<file path="config.mk">
export PLATFORM = sky130hd
export DESIGN_NAME = arm_shifter_seq
export DESIGN_NICKNAME = d
export VERILOG_FILES = /design/src/rtl/arm_shifter_seq.sv
export SDC_FILE = /design/constraint.sdc
export NUM_CORES = 1
export LEC_CHECK = 0
export ABC_AREA = 1
export CAP_MARGIN = 10
export CORE_UTILIZATION = 42
export CTS_BUF_LIST = sky130_fd_sc_hd__clkbuf_16
export CTS_CLUSTER_DIAMETER = 60
export DETAILED_ROUTE_END_ITERATION = 6
export GPL_ROUTABILITY_DRIVEN = 0
export PLACE_DENSITY = 0.73
export SLEW_MARGIN = 20
export SYNTH_ARGS = -nofsm -noshare
export SYNTH_HDL_FRONTEND = slang
export SYNTH_SLANG_ARGS = --single-unit
</file>
<file path="constraint.sdc">
create_clock -name clk -period 1.1 [get_ports clk]
set_clock_uncertainty 0.2 [all_clocks]
set_input_delay 0.22 -clock clk [delete_from_list [all_inputs] [get_ports clk]]
set_output_delay 0.22 -clock clk [all_outputs]
set_load 0.05 [all_outputs]
</file>
<file path="src/rtl/arm_shifter_seq.sv">
// Iterative ARM operand-2 shifter: one bit position per clock, valid/ready on both sides.
// Large amounts fall out of the iteration, giving ARM register-shift semantics for free.
module arm_shifter_seq #(
    parameter int WIDTH = 4,
    parameter int AMT_W = 3
) (
    input  logic             clk,
    input  logic             rst_n,
    input  logic             in_valid,
    output logic             in_ready,
    input  logic [WIDTH-1:0] shift_in,
    input  logic [AMT_W-1:0] shift_amt,
    input  logic [2:0]       shift_type,
    input  logic             carry_in,
    output logic             out_valid,
    input  logic             out_ready,
    output logic [WIDTH-1:0] shifter_out,
    output logic             shifter_carry_out
);

    localparam logic [2:0] T_LSL = 3'b000;
    localparam logic [2:0] T_LSR = 3'b001;
    localparam logic [2:0] T_ASR = 3'b010;
    localparam logic [2:0] T_ROR = 3'b011;
    localparam logic [2:0] T_RRX = 3'b100;

    typedef enum logic [1:0] {S_IDLE, S_SHIFT, S_DONE} state_t;

    state_t           r_state, w_next;
    logic [WIDTH-1:0] r_work, w_step_work;
    logic             r_carry, w_step_carry;
    logic [2:0]       r_type;
    logic [AMT_W-1:0] r_count, w_load_cnt;
    logic             w_accept;

    assign w_accept = in_valid && in_ready;

    // RRX always takes exactly one step; illegal types degrade to a pass-through
    always_comb begin
        w_load_cnt = '0;
        case (shift_type)
            T_LSL, T_LSR, T_ASR, T_ROR: w_load_cnt = shift_amt;
            T_RRX:                      w_load_cnt = AMT_W'(1);
            default:                    w_load_cnt = '0;
        endcase
    end

    always_comb begin
        w_step_work  = r_work;
        w_step_carry = r_carry;
        case (r_type)
            T_LSL: begin
                w_step_carry = r_work[WIDTH-1];
                w_step_work  = {r_work[WIDTH-2:0], 1'b0};
            end
            T_LSR: begin
                w_step_carry = r_work[0];
                w_step_work  = {1'b0, r_work[WIDTH-1:1]};
            end
            T_ASR: begin
                w_step_carry = r_work[0];
                w_step_work  = {r_work[WIDTH-1], r_work[WIDTH-1:1]};
            end
            T_ROR: begin
                w_step_carry = r_work[0];
                w_step_work  = {r_work[0], r_work[WIDTH-1:1]};
            end
            T_RRX: begin
                w_step_carry = r_work[0];
                w_step_work  = {r_carry, r_work[WIDTH-1:1]};
            end
            default: ;
        endcase
    end

    always_ff @(posedge clk or negedge rst_n) begin
        if (!rst_n) r_state <= S_IDLE;
        else        r_state <= w_next;
    end

    always_comb begin
        w_next = r_state;
        case (r_state)
            S_IDLE:  if (in_valid) w_next = (w_load_cnt == '0) ? S_DONE : S_SHIFT;
            S_SHIFT: if (r_count == AMT_W'(1)) w_next = S_DONE;
            S_DONE:  if (out_ready) w_next = S_IDLE;
            default: w_next = S_IDLE;
        endcase
    end

    always_comb begin
        in_ready  = 1'b0;
        out_valid = 1'b0;
        case (r_state)
            S_IDLE:  in_ready  = 1'b1;
            S_DONE:  out_valid = 1'b1;
            default: ;
        endcase
    end

    always_ff @(posedge clk or negedge rst_n) begin
        if (!rst_n) begin
            r_work  <= '0;
            r_carry <= 1'b0;
            r_type  <= 3'b000;
            r_count <= '0;
        end else if (w_accept) begin
            r_work  <= shift_in;
            r_carry <= carry_in;
            r_type  <= shift_type;
            r_count <= w_load_cnt;
        end else if (r_state == S_SHIFT) begin
            r_work  <= w_step_work;
            r_carry <= w_step_carry;
            r_count <= r_count - AMT_W'(1);
        end
    end

    assign shifter_out       = r_work;
    assign shifter_carry_out = r_carry;

endmodule

</file>
==> metrics.md, run 1 <==
| Metric | Value |
|---|---|
| Share of layout cells above drive strength 1 | `31.8%` |
| Top-level I/O count | `22` |
| FP Rows | `15` |
| Final setup violation count | `20` |
| Initial antenna violation count | `0` |
| Synthesis-to-finish area growth | `76.6%` |
| Nets@finish | `188` |
| Num CTS Buffers | `3` |
| Drt total wl | `2630 um` |
| Sequential Power Share | `20.8%` |
| Post-layout minimum cycle time | `1490 ps` |
| Worst r2r src | `r_state[1]` |
| Syn_nets | `142` |
| IO Port Bufs | `21` |
| Worst slew margin | `85.9%` |
| LEAKAGE | `0.783 nW` |
| Pint | `2.56 mW` |
| Net load switching power | `2.10 mW` |
| Antenna Nets Post-Route | `0` |
| Via count | `996` |
| Synthesized area | `835 um^2` |
| Comb power frac | `64.5%` |
| Fraction of registers with async set/reset | `100%` |
| Root Driver | `clkbuf_16` |
| Hold Vio Cnt, Final | `0` |
| Hold buffer count at CTS | `0` |
| Die width | `46.6 um` |
| Setup ws final | `-391 ps` |
| CTS tree | `built` |
| Sw Ratio | `45.0%` |
| DRT iter0 DRCs | `42` |
| Synth top area cells | `dfrtp_1, nand2_1, nand3_1` |
| Total grt overflow | `0` |
| Crit path from | `r_state[1]` |
| Gate Count Post-Synth | `125` |
| Syn_area_per_cell | `6.68 um^2` |
| Sequential-to-total area share from yosys stat | `39.0%` |
| Ys Warns | `0` |
| Status | `finished, violations left` |
| Reg2Reg Setup Slack | `-390 ps` |
| Top-count cell post-synth | `nand2_1` |
| Antenna cells | `0` |
| Starting Density | `46.3%` |
| Power, Total | `4.66 mW` |
| Largest net degree at the start of global routing | `19` |
| RSZ-0062 raised after global routing | `yes` |
| CP Launch Type | `register` |
| DIE AREA | `2170 um^2` |
| Max frequency | `671 MHz` |
| Top-area cell type share of the netlist area | `39.0%` |
| Routed len/inst | `13.5 um` |
| H-tree level count | `1` |
| Utilization after layout | `81.8%` |
| Clock power share | `14.7%` |
| Yosys cell types | `18` |
| Slew @ Worst Pin | `212 ps` |
| Hold WS | `106 ps` |
| Worst skew pair latency | `240 ps` |
| Worst hold-check path type | `input pin to async pin` |
| Core area | `1800 um^2` |
| Setup crit end kind | `register` |
| DRC violations left | `0` |
| Die height | `46.6 um` |
| Commonest cells post-synth | `nand2_1, nand3_1, inv_1, dfrtp_1, nor2_1` |
| Most area-hungry cell type in the Yosys netlist | `dfrtp_1` |
| GRT Overall Usage | `26.7%` |
| Post-synth EDFFs | `0` |
| Fillers | `126` |
| Clk sinks | `13` |
| CP required | `1030 ps` |
| Primary flip-flop cell chosen by synthesis mapping | `dfrtp_1` |
| Cell Pwr Density | `3160 nW/um^2` |
| Global-route wire length before repair | `4020 um` |
| Critical setup path kind | `register to register` |
| Synth Register Bits | `13` |
| Max rail drop VDD | `2.47 mV` |
| Vias in the first global route | `963` |
| # Max-Cap Violations | `0` |
| CP max FO | `18` |
| Clk pin slew, worst setup/hold paths | `50 ps` |
| Vias per std cell | `5.11` |
| Longest Clk Path Bufs | `2` |
| Final Max Slew Viols | `0` |
| Failing checks | `negative setup slack` |
| Tcrit/Tclk final | `136%` |
| Detail Placement HPWL | `1780 um` |
| Data arrival time of the worst path | `1420 ps` |
| Pre-antenna DRT Iters | `4` |
per-layer routing:
layer | track usage (%) | share of wire (%)
met4 | 10.0 | 2.1
met1 | 30.9 | 38
met2 | 47.5 | 52
met3 | 5.10 | 7.9
met5 | 0 | 0
final cells by class:
cell class | instances | area (um^2) | share of cell area [%]
clock inverters | 1 | 3.75 | 0.255
repair buffers | 43 | 480 | 32.6
multi-input cells | 91 | 482 | 32.7
well taps | 25 | 31.3 | 2.12
flip-flops and latches | 13 | 328 | 22.2
inverters | 19 | 73.8 | 5.01
clock buffers | 3 | 75.1 | 5.09
worst max-delay path, cell delays in order, from the launching register on:
cell and delay (ps):
dfrtp_1 410, nor2_4 140, nand2_2 130, buf_12 180, nor2_1 120, nor2_1 80, nand2_1 70, nand2_1 50
sequential cells by signal (all words and copies together), names as in the netlist:
register           flops
shifter_carry_out      1
shifter_out            4
r_count                3
r_type                 3
r_state                2
through the flow:
stage | instance area [um^2] | setup WS (ps) | setup TNS (ps) | cells
after floorplan | 852 | -428 | -5210 | 125
after global placement | 1290 | -417 | -5100 | 185
after detailed placement | 1290 | -476 | -5810 | 185
after CTS | 1440 | -380 | -5100 | 194
after global routing | 1470 | -419 | -6040 | 195
final | 1470 | -391 | -5250 | 195
path summary, 6_finish.rpt:
kind                                endpoint  depth (start not counted)
max                           shifter_out[2]                          7
min                        shifter_carry_out                          2
max reg2reg                   shifter_out[2]                          7
min reg2reg                shifter_carry_out                          2
max in group asynchronous         r_state[0]                          2
min in group clk                  r_state[1]                          5
layout by cell type (no fill, tap or decap), types with 3 or more instances in the layout:
cell             netlist  layout
buf_4                  0      18
inv_1                 17      17
clkbuf_16              0       3
nand3_1               18      15
nand3_2                0       3
o21ai_0                5       3
buf_12                 0       9
nor2_2                 1       3
nand2_2                4       4
nor2_1                12       8
dfrtp_1               13      11
nand2_1               42      41
clkdlybuf4s50_1        0      13
what timing repair did:
item / CTS / global route
endpoints found under the setup margin: 20 / 20
gates resized for setup: 10 / 9
buffers inserted: 5 / 1
pin swaps: 1 / 0
cell families after synthesis:
| logic type | after synthesis | synth area share [%] |
|---|---|---|
| AND/OR/NAND/NOR | 79 | 40.0 |
| buffers and inverters | 21 | 10.8 |
| flip-flops | 13 | 39.0 |
| AO/OA/AOI/OAI | 10 | 7.20 |
| adder cells (fa/ha/maj) | 2 | 3.00 |
power by group through the flow:
stage / clock network (mW) / registers (mW) / logic (mW)
2_1_floorplan: 0 / 1.18 / 1.21
3_3_place_gp: 0 / 0.981 / 2.51
3_5_place_dp: 0 / 0.988 / 2.59
4_1_cts: 0.680 / 0.965 / 2.87
5_1_grt: 0.705 / 0.994 / 3.24
6_report: 0.683 / 0.970 / 3.00
No activity file was read; power rests on OpenSTA's default activity.
==> run 2: changes to the inputs <==
- CORE_MARGIN: default -> 4
- SLEW_MARGIN: 20 -> default
==> run 2 against run 1 <==
The flow still finishes with violations (negative setup slack); register-to-register slack lost 20 ps; worst setup slack lost 22 ps; critical path type unchanged; final cell count increased by 4.6%.
==> metrics.md, run 2 (synthesis results as in run 1) <==
| Metric | Value |
|---|---|
| Status | `finished, violations left` |
| Failing checks | `negative setup slack` |
| IO Port Bufs | `21` |
| Max frequency | `661 MHz` |
| Worst hold-check path type | `input pin to async pin` |
| Vias in the first global route | `1,161` |
| Drt total wl | `4450 um` |
| CP Launch Type | `register` |
| # Max-Cap Violations | `0` |
| R2R cell count | `7` |
| Worst slew margin | `84.8%` |
| Final setup violation count | `20` |
| Critical setup path kind | `register to register` |
| LEAKAGE | `0.853 nW` |
| Core area | `1800 um^2` |
| Num CTS Buffers | `3` |
| Total grt overflow | `0` |
| Fillers | `54` |
| Nets@finish | `197` |
| Crit path from | `r_state[0]` |
| Reg2Reg Setup Slack | `-410 ps` |
| DRT iter0 DRCs | `82` |
| RSZ-0062 raised after global routing | `yes` |
| RR Endpoint | `shifter_out[0]` |
| Setup ws final | `-413 ps` |
| Worst r2r src | `r_state[0]` |
| Global-route wire length before repair | `5530 um` |
| Data arrival time of the worst path | `1440 ps` |
| Vias per std cell | `5.88` |
| Most common cell after layout, fill and taps aside | `nand2_1` |
| Routed len/inst | `21.8 um` |
| CP required | `1030 ps` |
| Setup crit end kind | `register` |
| Inst Count DP | `190` |
| Post-layout minimum cycle time | `1510 ps` |
| Utilization after layout | `94.2%` |
| Root Driver | `clkbuf_16` |
| Via count | `1,200` |
| DIE AREA | `2760 um^2` |
| Setup TNS | `-5790 ps` |
| Initial antenna violation count | `0` |
| Die width | `52.6 um` |
| GRT Overall Usage | `28.3%` |
| Hold Vio Cnt, Final | `0` |
| Clk pin slew, worst setup/hold paths | `50 ps` |
| H-tree level count | `1` |
| Antenna cells | `0` |
| Slew @ Worst Pin | `226 ps` |
| Share of layout cells above drive strength 1 | `48.6%` |
| Top-level I/O count | `22` |
| Cell Pwr Density | `3370 nW/um^2` |
| Clk sinks | `13` |
| Non-Filler Instances | `204` |
| Synthesis-to-finish area growth | `103%` |
| Power, Total | `5.72 mW` |
| Pre-CTS WS | `-482 ps` |
| Final Max Slew Viols | `0` |
| FP Rows | `15` |
| CTS tree | `built` |
| Largest net degree at the start of global routing | `14` |
| Pre-antenna DRT Iters | `5` |
| Longest Clk Path Bufs | `2` |
| Antenna Nets Post-Route | `0` |
| Max rail drop VDD | `3.17 mV` |
| Die height | `52.6 um` |
| DRC violations left | `0` |
| Tcrit/Tclk final | `138%` |
| Commonest non-fill, non-tap cells in the layout | `nand2_1, buf_4, nand3_1, clkdlybuf4s50_1, inv_1` |
| Number of flip-flops in the largest register | `4` |
| Detail Placement HPWL | `1860 um` |
| CP max FO | `8` |
| Starting Density | `46.3%` |
| Worst skew pair latency | `250 ps` |
## run 2: timing repair
action                     4_1_cts  5_1_grt
resized for setup               29       39
pin swaps                        2       11
gates cloned                     1        0
setup buffers                    6        4
hold buffers                     0        0
setup endpoints to repair       20       20
## run 2: worst max-delay path by stage
| stage | endpoint | cells after the start |
|---|---|---|
| 2_1_floorplan | shifter_out[3] | 7 |
| 3_3_place_gp | shifter_out[1] | 7 |
| 3_5_place_dp | shifter_out[2] | 7 |
| 4_1_cts | out_valid | 3 |
| 5_1_grt | shifter_out[0] | 7 |
| 6_report | shifter_out[0] | 7 |
## run 2: area by class of cell
| class | count | area (um^2) | share of cell area (%) |
|---|---|---|---|
| Multi-Input combinational cell | 91 | 594 | 35.0 |
| Timing Repair Buffer | 52 | 574 | 33.8 |
| Sequential cell | 13 | 334 | 19.7 |
| Inverter | 19 | 83.8 | 4.94 |
| Clock buffer | 3 | 75.1 | 4.42 |
| Tap cell | 25 | 31.3 | 1.84 |
| Clock inverter | 1 | 5.00 | 0.295 |
## run 2: per-stage QoR
stage	hold WS, ps	area, um^2
after global placement	335	1320
after floorplan	-276	852
after CTS	103	1530
after global routing	119	1700
after detailed placement	343	1320
final	114	1700
## run 2: per-layer routing
metal	wire, um	GRT usage, %
met1	1590	31.7
met3	519	8.55
met4	233	18.3
met5	0	0
met2	2100	45.9
## run 2: report_power, final
group          switching [mW]  internal [mW]
combinational            2.22           1.71
sequential              0.329          0.729
clock                   0.248          0.487
## run 2: worst max-delay path, stage by stage (launching register included)
cell and delay [ps]:
dfrtp_2 430, nor2_4 160, nand2_4 120, buf_8 170
nand3_2 60, nand2_1 70, nand2_1 80, nand2_1 90
